File: config.mk
export PLATFORM = sky130hd
export DESIGN_NAME = hash_job_scheduler_flat
export DESIGN_NICKNAME = d
export VERILOG_FILES = /design/src/rtl/hash_job_scheduler_pkg.sv /design/src/rtl/hash_job_scheduler_if.sv /design/src/rtl/hash_rr_pick.sv /design/src/rtl/hash_job_scheduler.sv /design/src/flat_wrapper.sv
export SDC_FILE = /design/constraint.sdc
export NUM_CORES = 1
export LEC_CHECK = 0
export ABC_AREA = 1
export CAP_MARGIN = 20
export CORE_AREA = 10 10 247 249
export CTS_CLUSTER_SIZE = 14
export DETAILED_ROUTE_END_ITERATION = 16
export DIE_AREA = 0 0 257 259
export GPL_TIMING_DRIVEN = 0
export HOLD_SLACK_MARGIN = 0.1
export PLACE_DENSITY = 0.56
export SLEW_MARGIN = 40
export SYNTH_ARGS = -nofsm -noshare
export SYNTH_HDL_FRONTEND = slang
export SYNTH_SLANG_ARGS = --single-unit
File: constraint.sdc
create_clock -name clk -period 2 [get_ports clk]
set_input_delay 0.3 -clock clk [delete_from_list [all_inputs] [get_ports clk]]
set_output_delay 0.3 -clock clk [all_outputs]
set_load 0.1 [all_outputs]
File: src/rtl/hash_job_scheduler_pkg.sv
// Shared types and field widths for the hash job scheduler.
// Scheduler FSM states and the payload/target/nonce/hash widths of the hash core.
package hash_job_scheduler_pkg;

  localparam int PAYLOAD_W = 96;
  localparam int TARGET_W  = 8;
  localparam int NONCE_W   = 32;
  localparam int HASH_W    = 24;

  typedef enum logic [2:0] {
    ST_IDLE,
    ST_LOAD,
    ST_RUN,
    ST_DONE,
    ST_GAP
  } state_e;

endpackage

File: src/rtl/hash_job_scheduler_if.sv
// Requester, result and core-facing signals of the scheduler, bundled as one interface.
// The slave modport is the scheduler itself; the master modport is its environment.
interface hash_job_scheduler_if
  import hash_job_scheduler_pkg::*;
#(
  parameter int NREQ = 4,
  parameter int ID_W = 2
);

  logic [NREQ-1:0]           req;
  logic [PAYLOAD_W*NREQ-1:0] req_payload;
  logic [TARGET_W*NREQ-1:0]  req_target;
  logic [NREQ-1:0]           ack;
  logic                      res_valid;
  logic [ID_W-1:0]           res_id;
  logic [NONCE_W-1:0]        res_nonce;
  logic [HASH_W-1:0]         res_hash;
  logic                      res_timeout;
  logic                      busy;
  logic [PAYLOAD_W-1:0]      core_payload;
  logic [TARGET_W-1:0]       core_target;
  logic                      core_active;
  logic                      core_terminado;
  logic [NONCE_W-1:0]        core_nonce;
  logic [HASH_W-1:0]         core_hash;

  modport slave (
    input  req, req_payload, req_target, core_terminado, core_nonce, core_hash,
    output ack, res_valid, res_id, res_nonce, res_hash, res_timeout, busy,
           core_payload, core_target, core_active
  );

  modport master (
    output req, req_payload, req_target, core_terminado, core_nonce, core_hash,
    input  ack, res_valid, res_id, res_nonce, res_hash, res_timeout, busy,
           core_payload, core_target, core_active
  );

endinterface

File: src/rtl/hash_rr_pick.sv
// Round-robin picker: first set request bit at or above ptr, wrapping around.
// Purely combinational; the caller owns the pointer register.
module hash_rr_pick #(
  parameter int NREQ = 4,
  parameter int ID_W = 2
) (
  input  logic [NREQ-1:0] req,
  input  logic [ID_W-1:0] ptr,
  output logic            grant_valid,
  output logic [ID_W-1:0] grant_id
);

  always_comb begin
    // NOTE: defaults first so every path assigns both outputs; otherwise a latch is inferred.
    grant_valid = 1'b0;
    grant_id    = '0;
    // Scan farthest offset first so the closest requester to ptr is written last and wins.
    for (int off = NREQ - 1; off >= 0; off--) begin
      if (req[(int'(ptr) + off) % NREQ]) begin
        grant_valid = 1'b1;
        grant_id    = ID_W'((int'(ptr) + off) % NREQ);
      end
    end
  end

endmodule

File: src/rtl/hash_job_scheduler.sv
// Shares one hash core among NREQ requesters: round-robin grant, job sequencing,
// timeout abort, tagged result return and a forced idle gap so the core re-inits.
module hash_job_scheduler
  import hash_job_scheduler_pkg::*;
#(
  parameter int NREQ       = 4,
  parameter int ID_W       = 2,
  parameter int TIMEOUT    = 1024,
  parameter int GAP_CYCLES = 2
) (
  input logic                 clk,
  input logic                 reset_n,
  hash_job_scheduler_if.slave bus
);

  // Counter serves both the RUN timeout and the GAP hold; GAP_CYCLES is assumed <= TIMEOUT.
  localparam int CNT_W = $clog2(TIMEOUT) + 1;

  state_e           state;
  logic [ID_W-1:0]  ptr;
  logic [ID_W-1:0]  cur_id;
  logic [CNT_W-1:0] cnt;
  logic             grant_valid;
  logic [ID_W-1:0]  grant_id;

  hash_rr_pick #(
    .NREQ (NREQ),
    .ID_W (ID_W)
  ) u_pick (
    .req         (bus.req),
    .ptr         (ptr),
    .grant_valid (grant_valid),
    .grant_id    (grant_id)
  );

  assign bus.busy = (state != ST_IDLE);

  // NOTE: all state and registered outputs use non-blocking assignments so every flop
  // samples pre-edge values, independent of statement order.
  always_ff @(posedge clk or negedge reset_n) begin
    if (!reset_n) begin
      state            <= ST_IDLE;
      ptr              <= '0;
      cur_id           <= '0;
      cnt              <= '0;
      bus.ack          <= '0;
      bus.res_valid    <= 1'b0;
      bus.res_id       <= '0;
      bus.res_nonce    <= '0;
      bus.res_hash     <= '0;
      bus.res_timeout  <= 1'b0;
      bus.core_payload <= '0;
      bus.core_target  <= '0;
      bus.core_active  <= 1'b0;
    end else begin
      bus.ack       <= '0;
      bus.res_valid <= 1'b0;
      case (state)
        ST_IDLE: begin
          if (grant_valid) begin
            bus.core_payload <= bus.req_payload[int'(grant_id) * PAYLOAD_W +: PAYLOAD_W];
            bus.core_target  <= bus.req_target[int'(grant_id) * TARGET_W +: TARGET_W];
            cur_id           <= grant_id;
            state            <= ST_LOAD;
          end
        end
        ST_LOAD: begin
          bus.core_active <= 1'b1;
          cnt             <= '0;
          state           <= ST_RUN;
        end
        ST_RUN: begin
          // terminado is tested first so a finish on the last allowed cycle is not a timeout.
          if (bus.core_terminado) begin
            bus.res_nonce   <= bus.core_nonce;
            bus.res_hash    <= bus.core_hash;
            bus.res_timeout <= 1'b0;
            bus.core_active <= 1'b0;
            bus.res_valid   <= 1'b1;
            bus.res_id      <= cur_id;
            bus.ack         <= NREQ'(1) << cur_id;
            state           <= ST_DONE;
          end else if (cnt == CNT_W'(TIMEOUT - 1)) begin
            bus.res_nonce   <= '0;
            bus.res_hash    <= '0;
            bus.res_timeout <= 1'b1;
            bus.core_active <= 1'b0;
            bus.res_valid   <= 1'b1;
            bus.res_id      <= cur_id;
            bus.ack         <= NREQ'(1) << cur_id;
            state           <= ST_DONE;
          end else begin
            cnt <= cnt + 1'b1;
          end
        end
        ST_DONE: begin
          ptr   <= (int'(cur_id) == NREQ - 1) ? '0 : cur_id + 1'b1;
          cnt   <= '0;
          state <= ST_GAP;
        end
        ST_GAP: begin
          if (cnt == CNT_W'(GAP_CYCLES - 1)) begin
            state <= ST_IDLE;
          end else begin
            cnt <= cnt + 1'b1;
          end
        end
        default: state <= ST_IDLE;
      endcase
    end
  end

endmodule

File: src/flat_wrapper.sv
// flat-port wrapper written by rule: the top's interface ports become plain ports
module hash_job_scheduler_flat import hash_job_scheduler_pkg::*;
#(
  parameter int NREQ       = 4,
  parameter int ID_W       = 2,
  parameter int TIMEOUT    = 1024,
  parameter int GAP_CYCLES = 2
)
  (clk, reset_n, bus_req, bus_req_payload, bus_req_target, bus_core_terminado, bus_core_nonce, bus_core_hash, bus_ack, bus_res_valid, bus_res_id, bus_res_nonce, bus_res_hash, bus_res_timeout, bus_busy, bus_core_payload, bus_core_target, bus_core_active);
  hash_job_scheduler_if #(.NREQ(NREQ), .ID_W(ID_W)) bus_i ();
  input logic clk;
  input logic reset_n;
  input wire logic [$bits(bus_i.req)-1:0] bus_req;
  input wire logic [$bits(bus_i.req_payload)-1:0] bus_req_payload;
  input wire logic [$bits(bus_i.req_target)-1:0] bus_req_target;
  input wire logic [$bits(bus_i.core_terminado)-1:0] bus_core_terminado;
  input wire logic [$bits(bus_i.core_nonce)-1:0] bus_core_nonce;
  input wire logic [$bits(bus_i.core_hash)-1:0] bus_core_hash;
  output wire logic [$bits(bus_i.ack)-1:0] bus_ack;
  output wire logic [$bits(bus_i.res_valid)-1:0] bus_res_valid;
  output wire logic [$bits(bus_i.res_id)-1:0] bus_res_id;
  output wire logic [$bits(bus_i.res_nonce)-1:0] bus_res_nonce;
  output wire logic [$bits(bus_i.res_hash)-1:0] bus_res_hash;
  output wire logic [$bits(bus_i.res_timeout)-1:0] bus_res_timeout;
  output wire logic [$bits(bus_i.busy)-1:0] bus_busy;
  output wire logic [$bits(bus_i.core_payload)-1:0] bus_core_payload;
  output wire logic [$bits(bus_i.core_target)-1:0] bus_core_target;
  output wire logic [$bits(bus_i.core_active)-1:0] bus_core_active;
  assign bus_i.req = bus_req;
  assign bus_i.req_payload = bus_req_payload;
  assign bus_i.req_target = bus_req_target;
  assign bus_i.core_terminado = bus_core_terminado;
  assign bus_i.core_nonce = bus_core_nonce;
  assign bus_i.core_hash = bus_core_hash;
  assign bus_ack = bus_i.ack;
  assign bus_res_valid = bus_i.res_valid;
  assign bus_res_id = bus_i.res_id;
  assign bus_res_nonce = bus_i.res_nonce;
  assign bus_res_hash = bus_i.res_hash;
  assign bus_res_timeout = bus_i.res_timeout;
  assign bus_busy = bus_i.busy;
  assign bus_core_payload = bus_i.core_payload;
  assign bus_core_target = bus_i.core_target;
  assign bus_core_active = bus_i.core_active;
  hash_job_scheduler #(.NREQ(NREQ), .ID_W(ID_W), .TIMEOUT(TIMEOUT), .GAP_CYCLES(GAP_CYCLES)) u_core (.clk(clk), .reset_n(reset_n), .bus(bus_i));
endmodule
==> Word-level counts from Yosys, hierarchy flattened <==
Cells that the tools add are included.
{ "totals": {"ff_bits": 187, "in_bits": 479, "output_inout_bits": 170, "word_cells": 102} }
{ "op_classes": {"add_sub_neg": 5, "multipliers": 1, "n_lt_le_gt_ge": 4, "n_eq_ne": 13, "shifts": 3, "n_mux": 46, "n_bitwise": 3, "reduce_logical": 14} }
{ "op_table": {"columns": ["cell", "count"], "rows": [
  ["$shiftx 384x32->96", 1],
  ["$mux 32", 2],
  ["$mux 24", 2],
  ["$mux 11", 3],
  ["$pmux 11 s3", 1],
  ["$shiftx 32x6->8", 1],
  ["$mux 1", 18],
  ["$pmux 3 s5", 1],
  ["$mux 2", 7],
  ["$lt 3x4->1 const B", 3],
  ["$mux 3", 4],
  ["$mux 4", 3],
  ["$add 11x1->11 const B", 1],
  ["$eq 11x1->1 const B", 1],
  ["$eq 11x10->1 const B", 1],
  ["$bmux 1 s2", 4],
  ["$reduce_or 2->1", 4],
  ["$eq 3x2->1 const B", 2],
  ["$ne 2x2->1 const B", 3],
  ["$reduce_and 2->1", 3],
  ["$reduce_bool 3->1", 2],
  ["$add 2x1->2 const B", 2],
  ["$add 2x2->2 const B", 2],
  ["$mul 2x2->4 const B", 1],
  ["13 further kinds", 17]
]} }

==> Depth between registers and ports, before layout <==
Gate-level depths: netlist of run 1.
{ "depth": {"depth_word": 12, "depth_mapped": 15, "depth_no_buf": 13} }

==> Hierarchy <==
A second synthesis of run 1 with hierarchy kept.
{ "hier_totals": {"hier_cells": 1517, "hier_area_um2": 10535.1} }
{ "by_module_without_submodules": {"columns": ["module", "instances", "cells_each", "area_each_um2", "seq_area_each_um2"], "rows": [
  ["hash_job_scheduler", 1, 1471, 10322.4, 4679.5],
  ["hash_rr_pick", 1, 46, 212.7, 0.0]
]} }

==> Worst setup path before layout of run 1 <==
Ideal clock, no wire load.
{ "synth_timing": {"path_kind": "register to register", "startpoint": "register u_core.cnt[0]", "endpoint": "register u_core.bus.res_hash[0]", "setup_ns": 0.067, "arrival_time_ns": 1.774, "required_ns": 1.933, "slack_ns": 0.159, "stages_incl_launch_ff": 10, "path_buffers": 2, "period_less_slack_ns": 1.841, "path_cell_list": "dfrtp_1 > ha_1 > nand4_1 > nor2_1 > a21o_1 > nand2_1 > clkbuf_1 > clkbuf_1 > nand2_1 > nand2_1"} }
{ "synth_via": {"elab_chain_cells": 3} }
{ "synth_rtl": {"columns": ["item", "line_no", "rtl"], "rows": [
  ["start, declared", "hash_job_scheduler.sv:22", "logic [CNT_W-1:0] cnt;"],
  ["start signal, assigned", "hash_job_scheduler.sv:93", "cnt <= cnt + 1'b1;"],
  ["start signal, assigned", "hash_job_scheduler.sv:105", "cnt <= cnt + 1'b1;"],
  ["$eq 11x10->1", "hash_job_scheduler.sv:83", "end else if (cnt == CNT_W'(TIMEOUT - 1)) begin"],
  ["$reduce_bool 2->1 (no line)", null, null],
  ["$reduce_and 2->1 (no line)", null, null],
  ["end signal, assigned", "hash_job_scheduler.sv:76", "bus.res_hash <= bus.core_hash;"],
  ["end, declared", "hash_job_scheduler_if.sv:29", "output ack, res_valid, res_id, res_nonce, res_hash, res_timeout, busy,"]
]} }
Every way passes these cells.
A chain may end at the register's enable or synchronous reset.

==> Final worst setup path of run 1 <==
{ "layout_timing": {"startpoint": "register u_core.ptr[0]", "endpoint": "register u_core.bus.core_payload[1] (netlist bit)"} }
{ "layout_via": {"elab_chain_cells": 10, "elab_cells_between_ends": 25, "classes_between": "add/sub: 3; mul: 1; shift: 1; mux: 19; reduce/logical: 1"} }
{ "layout_rtl": {"columns": ["item", "line_no", "rtl"], "rows": [
  ["start, declared", "hash_job_scheduler.sv:20", "logic [ID_W-1:0] ptr;"],
  ["start signal, assigned", "hash_job_scheduler.sv:97", "ptr <= (int'(cur_id) == NREQ - 1) ? '0 : cur_id + 1'b1;"],
  ["$add 2x2->2", "hash_rr_pick.sv:19, hash_rr_pick.sv:21", null],
  ["$bmux 1 s2", "hash_rr_pick.sv:19", "if (req[(int'(ptr) + off) % NREQ]) begin"],
  ["$mux 1 (implied by the code) (2 in series)", "hash_rr_pick.sv:19", null],
  ["$mux 2 (4 in series)", "hash_rr_pick.sv:19", null],
  ["$mul 2x2->4", "hash_job_scheduler.sv:61", "bus.core_payload <= bus.req_payload[int'(grant_id) * PAYLOAD_W +: PAYLOAD_W];"],
  ["$shiftx 384x32->96", "hash_job_scheduler.sv:61", null],
  ["end signal, assigned", "hash_job_scheduler.sv:61", null],
  ["end, declared", "hash_job_scheduler_if.sv:30", "core_payload, core_target, core_active"]
]} }
Parallel ways exist; a longest one is shown, timed or not. The select of a mux whose other input is x is not followed.

==> out/metrics.csv, run 1 <==
stage,metric,value,unit
route,wl_met3,5130,µm
placement,io_buffers,648,
route,dr_wl_met2,35800,µm
sta,timing.hold.ws,0.187,ns
die,die_height,259,µm
finish,layout_commonest_cell,nand2_1,
clocking,htree_levels,4,
clocking,clock_sinks,187,
setup_path,critPathSlowestCell,dfrtp_1,
finish,final_cells,3177,
synth,synth-compound-area-share,1.34,%
setup_path,critical_path.max_stage_delay,0.42,ns
setup_path,path_max_fanout,7,
clocking,clkLatencyLatePin,0.49,ns
route,ant_nets,0,
synth,synthXorXnorAreaFrac,0.232,%
finish,nNetsFinal,2891,
route,drt-wirelength-per-cell,22.0,µm
sta,rsz0062_at_grt,yes,
sta,setup_viol,91,
die,io_pins,649,
sta,worst_slew_pin_slew,0.682,ns
route,top_layer,met5,
placement,place_inst,3101,
route,drcViolationCount,0,
clocking,clockRootBuffer,clkbuf_16,
synth,syn_area,11300,µm²
finish,final_cell_mix,"nand2_1 (536), clkdlybuf4s50_1 (477), nand3_1 (402), dfrtp_1 (186), buf_2 (178)",
synth,yosys.area_share.simple,48.3,%
setup_path,arrival,2.52,ns
sta,clock_skew,0.0118,ns
clocking,cts_buffers,17,
sta,hold_viol,0,
synth,synth_cells,1694,
die,die_area,66600,µm²
route,wl_met1,27100,µm
setup_path,path_class,reg2reg,
hold_path,min_path_type,in2async,
route,wl,69900,µm
setup_path,startpoint_type,flip-flop,
die,rows,87,
die,die_width,257,µm
route,drtPass1Iterations,7,
route,drt_iter0_markers,976,
synth,yosys_warnings,0,
grt,antenna_found_initial,6,
grt,grt_usage,19.8,%
grt,grt_first_pass_wirelength,98300,µm
setup_path,path_cells,"buf_6, xnor2_4, nand2_1, nand3_2, inv_2, nand2_4, nand2_8, buf_12, nor2_8, buf_12, clkbuf_16, nand2_2, nor2_1, nor2_1",
sta,period_share,107,%
synth,yosys_register_bits,187,
die,initial_core_util,20.2,%
sta,setup_tns,-6.38,ns
grt,grt_max_degree,71,
sta,slew-limit-headroom,54.9,%
finish,layout-drive-gt1-share,20.8,%
setup_path,crit_buf_inv,5,
sta,max_freq,469,MHz
route,via_count,14300,
synth,synth_mux_area_share,0,%
finish,design_area,20600,µm²
synth,yosysUniqueCellTypes,33,
route,vias_per_cell,4.51,
sta,fin_ws,-0.131,ns
clocking,cts.path.max_buffers,2,
placement,dpl_cell_area,18000,µm²
synth,yosysSeqAreaShare,41.3,%
sta,slew_viol_final,0,
finish,syn_to_final_growth,81.6,%
outcome,violations,negative setup slack,
placement,place_hpwl,54500,µm
sta,fin_crit,2.13,ns
grt,gr-total-overflow,0,
synth,synth.net_count,2179,
synth,synthAdderAreaFrac,0.663,%
clocking,path_clk_slew,0.08,ns
synth,synth_top_family_by_area,simple AND/OR/NAND/NOR gates,
synth,syn_avg_cell_area,6.68,µm²
setup_path,path_delay_family,buffers and inverters,
setup_path,end_kind,flip-flop,
die,core-area,56000,µm²
outcome,status,finished with violations,
placement,gp_congestion,0.960,
grt,grt_pass1_vias,14500,
setup_path,crit_required,2.38,ns
run,cap_viol_max_count,0,
clocking,cts_tree,yes,
==> final timing paths <==
check	end	start	depth (start not counted)	slack (ns)
worst max-delay path	u_core.bus.core_payload[1]	u_core.ptr[0]	14	-0.13
worst min-delay path	u_core.bus.res_nonce[21]	reset_n	2	0.19
worst max register to register	u_core.bus.core_payload[1]	u_core.ptr[0]	14	-0.13
worst min register to register	u_core.bus.res_nonce[5]	u_core.bus.res_nonce[5]	2	0.47
max in group asynchronous	u_core.bus.core_payload[35]	reset_n	4	0.92
min in group clk	u_core.bus.res_nonce[17]	bus_core_nonce[17]	3	0.36
==> layout make-up <==
cell class / count / area (µm²)
fillers: 5938 / 35400
multi-input cells: 1297 / 6440
repair buffers: 694 / 6360
flip-flops and latches: 187 / 4680
plain buffers: 117 / 1200
well taps: 756 / 946
clock buffers: 19 / 433
inverters: 92 / 365
clock inverters: 13 / 140
diodes: 2 / 5.00
==> cells in the mapped netlist <==
cell type / n / share of area, %
a21o_1: 1 / 0.066
clkbuf_1: 30 / 0.99
o21ai_0: 18 / 0.80
xnor2_1: 1 / 0.077
buf_6: 1 / 0.099
or2_2: 12 / 0.66
nand4_1: 2 / 0.11
nand2_1: 578 / 19
nor4_1: 1 / 0.055
nor2_8: 1 / 0.18
nor3_1: 3 / 0.13
buf_2: 78 / 3.4
nand2_2: 3 / 0.17
o21ai_2: 1 / 0.077
dfrtp_1: 187 / 41
nand3_1: 435 / 19
nand2_4: 1 / 0.099
a21oi_1: 4 / 0.18
clkbuf_2: 3 / 0.13
o31ai_1: 2 / 0.13
inv_4: 1 / 0.055
inv_2: 3 / 0.099
nand3_2: 1 / 0.088
o21ai_1: 2 / 0.088
nor2_4: 1 / 0.099
nand3b_1: 2 / 0.13
ha_1: 6 / 0.66
inv_1: 88 / 2.9
buf_1: 3 / 0.099
or2_1: 43 / 2.4
nor2_1: 176 / 5.8
xor2_1: 2 / 0.15
buf_4: 4 / 0.27
==> metrics by stage <==
step / setup WS (ns) / util, %
finish: -0.131 / 36.8
global route: -0.242 / 36.8
CTS: -0.0735 / 35.0
detailed placement: -1.02 / 32.2
global placement: -8.22 / 33.5
floorplan: 0.159 / -
==> flip-flops by register name, indices dropped and copies added, names as in the netlist, 3 cells and up <==
register	cells
u_core.state	3
u_core.bus.core_target	8
u_core.bus.res_hash	24
u_core.bus.res_nonce	32
u_core.bus.core_payload	96
u_core.bus.ack	4
u_core.cnt	11
==> cells by family (layout without fill, tap and decap cells) <==
| kind of cell | Yosys count | count (layout) |
|---|---|---|
| AO/OA/AOI/OAI | 28 | 29 |
| adder cells (fa/ha/maj) | 6 | 6 |
| flip-flops | 187 | 187 |
| AND/OR/NAND/NOR | 1259 | 1259 |
| XOR/XNOR | 3 | 3 |
| buffers and inverters | 211 | 935 |
| other | 0 | 2 |
==> what timing repair did <==
action / CTS / global route
hold buffers: 1 / 0
pin swaps: 6 / 67
buffers inserted: 22 / 8
resized for setup: 215 / 208
gates cloned: 3 / 10
hold endpoints to repair: 135 / 0
endpoints found under the setup margin: 138 / 173
==> worst register-to-register path, stage by stage, from the launching register on <==
cell	delay (ns)
dfrtp_1	0.42
buf_6	0.17
xnor2_4	0.20
nand2_1	0.10
nand3_2	0.09
inv_2	0.05
nand2_4	0.09
nand2_8	0.09
buf_12	0.15
nor2_8	0.12
buf_12	0.17
clkbuf_16	0.19
nand2_2	0.05
nor2_1	0.10
nor2_1	0.05
==> layer usage <==
metal	up-vias	GRT usage, %
li1	6849	-
met1	6775	22.8
met2	601	35.0
met3	85	5.63
met4	10	6.36
met5	-	0
Power of run 1 is left out: the tool's default activity adds up to more than one toggle a clock period on the data nets, which glitch-free logic cannot reach.
==> run 2, diff against run 1 <==
- GPL_TIMING_DRIVEN: 0 -> unset
==> run 2 against run 1 <==
Net effect: the run still ends with negative setup slack left; routed wire length down 4.6%; via count about the same; critical endpoint is now u_core.bus.core_payload[73]; highest routed layer unchanged; critical path type unchanged; first-iteration DRC count down 1.2%; sequential share of layout area down 0.92 points; critical path depth up 1; clock skew down 0.00069 ns; hold slack better by 0.14 ns.
==> out/metrics.csv, run 2 (same netlist as run 1, synthesis figures left out) <==
stage,metric,value,unit
sta,max_freq,459,MHz
clocking,cts.path.max_buffers,2,
clocking,cts_tree,yes,
grt,antenna_found_initial,4,
die,io_pins,649,
die,rows,87,
die,die_area,66600,µm²
setup_path,path_max_fanout,7,
sta,fin_crit,2.18,ns
die,core-area,56000,µm²
setup_path,startpoint_type,flip-flop,
grt,gr-total-overflow,0,
clocking,htree_levels,4,
die,die_width,257,µm
grt,grt_first_pass_wirelength,90400,µm
clocking,clock_sinks,187,
route,vias_per_cell,4.52,
route,drtPass1Iterations,5,
finish,regArea,4680,µm²
placement,place_hpwl,46700,µm
clocking,clkLatencyLatePin,0.50,ns
run,cap_viol_max_count,0,
finish,layout-drive-gt1-share,22.0,%
route,via_count,14300,
grt,grt_usage,17.7,%
die,die_height,259,µm
grt,grt_max_degree,69,
route,drt-wirelength-per-cell,21.0,µm
placement,io_buffers,648,
finish,largest_register,u_core.bus.core_payload,
setup_path,arrival,2.62,ns
outcome,violations,negative setup slack,
finish,syn_to_final_growth,89.3,%
die,initial_core_util,20.2,%
sta,fin_ws,-0.179,ns
sta,rsz0062_at_grt,yes,
sta,setup_viol,104,
hold_path,min_path_type,in2reg,
finish,multiInputGateArea,6410,µm²
clocking,path_clk_slew,0.08,ns
sta,worst_slew_pin_slew,0.618,ns
route,wl,66700,µm
finish,reg_top3,"u_core.bus.core_payload: 96 flops, u_core.bus.res_nonce: 32 flops, u_core.bus.res_hash: 24 flops",
sta,clock_skew,0.0111,ns
setup_path,path_class,reg2reg,
finish,final_cell_mix,"nand2_1 (541), clkdlybuf4s50_1 (476), nand3_1 (369), buf_4 (225), dfrtp_1 (185)",
placement,gp_congestion,0.982,
placement,post-place-ws,-0.585,ns
sta,hold_viol,0,
sta,slew_viol_final,0,
finish,nNetsFinal,2885,
setup_path,crit_required,2.44,ns
finish,layout_commonest_cell,nand2_1,
clocking,clockRootBuffer,clkbuf_16,
sta,period_share,109,%
route,ant_nets,0,
finish,fillers,5858,
sta,slew-limit-headroom,58.8,%
route,drcViolationCount,0,
outcome,status,finished with violations,
route,drt_iter0_markers,964,
finish,largest_reg_flops,96,
setup_path,end_kind,flip-flop,
grt,grt_pass1_vias,14100,
clocking,cts_buffers,17,
run 2: cell types whose count changed in the layout (fill, tap and decap cells not counted), sizes merged:
| cell | previous run | this run |
|---|---|---|
| clkbuf | 57 | 38 |
| buf | 294 | 308 |
| clkinv | 4 | 6 |
| clkdlybuf4s50 | 477 | 476 |
| inv | 100 | 99 |
| diode | 2 | 3 |
| o21ai | 22 | 21 |
run 2: worst paths after layout:
kind	end	start	cells past startpoint	slack (ns)
min in group asynchronous	u_core.bus.res_nonce[21]	reset_n	2	0.34
max in group asynchronous	u_core.ptr[1]	reset_n	3	1.01
worst max-delay path	u_core.bus.core_payload[73]	u_core.ptr[0]	15	-0.18
worst min register to register	u_core.bus.res_hash[12]	u_core.bus.res_hash[12]	2	0.48
worst min-delay path	u_core.state[0]	bus_core_terminado	4	0.32
worst max register to register	u_core.bus.core_payload[73]	u_core.ptr[0]	15	-0.18
run 2: worst max-delay path: stages (launching register included):
cell and delay, ns:
dfrtp_2 0.50, buf_6 0.16, nand2_4 0.05, o21ai_4 0.06, buf_4 0.14, buf_4 0.13
nor2_2 0.10, nand2_2 0.11, nand2_8 0.13, nor2_4 0.06, buf_12 0.13, buf_12 0.12
clkbuf_16 0.17, nand3_1 0.08, nand2_1 0.05, nor2_1 0.11
run 2: routing by layer:
metal | track usage (%) | share of wire, % | vias up
li1 | - | - | 6842
met1 | 20.3 | 40 | 6786
met2 | 30.9 | 50 | 598
met3 | 5.01 | 7.0 | 98
met4 | 6.31 | 3.1 | 2
met5 | 0 | 0.012 | -
run 2: per-stage QoR:
| stage | area (µm²) | hold slack [ns] | utilization (%) | setup TNS, ns | instances |
|---|---|---|---|---|---|
| after global placement | 18900 | 0.298 | 33.8 | -43.67 | 3075 |
| after CTS | 20000 | 0.299 | 35.8 | -7.41 | 3121 |
| after detailed placement | 18900 | 0.301 | 33.8 | -45.24 | 3075 |
| after floorplan | 11300 | 0.00441 | - | 0 | 1694 |
| final | 21400 | 0.325 | 38.3 | -9.57 | 3172 |
| after global routing | 21400 | 0.326 | 38.3 | -20.32 | 3171 |
run 2: final cells by class:
cell class | instances | area share (%)
timing repair buffer | 806 | 39.4
sequential | 187 | 21.8
antenna | 3 | 0.0350
tap | 756 | 4.41
clock inverter | 14 | 0.601
multi-input combinational | 1296 | 29.9
inverter | 92 | 1.73
clock buffer | 18 | 2.05
run 2: what timing repair did:
action                                 in CTS  in global routing
gates cloned                                6                 23
buffers inserted                            7                 25
resized for setup                          83                156
pin swaps                                   7                 36
hold buffers                                1                  0
setup endpoints to repair                 106                107
endpoints found under the hold margin      34                  0
Power of run 2 is left out for the same reason.
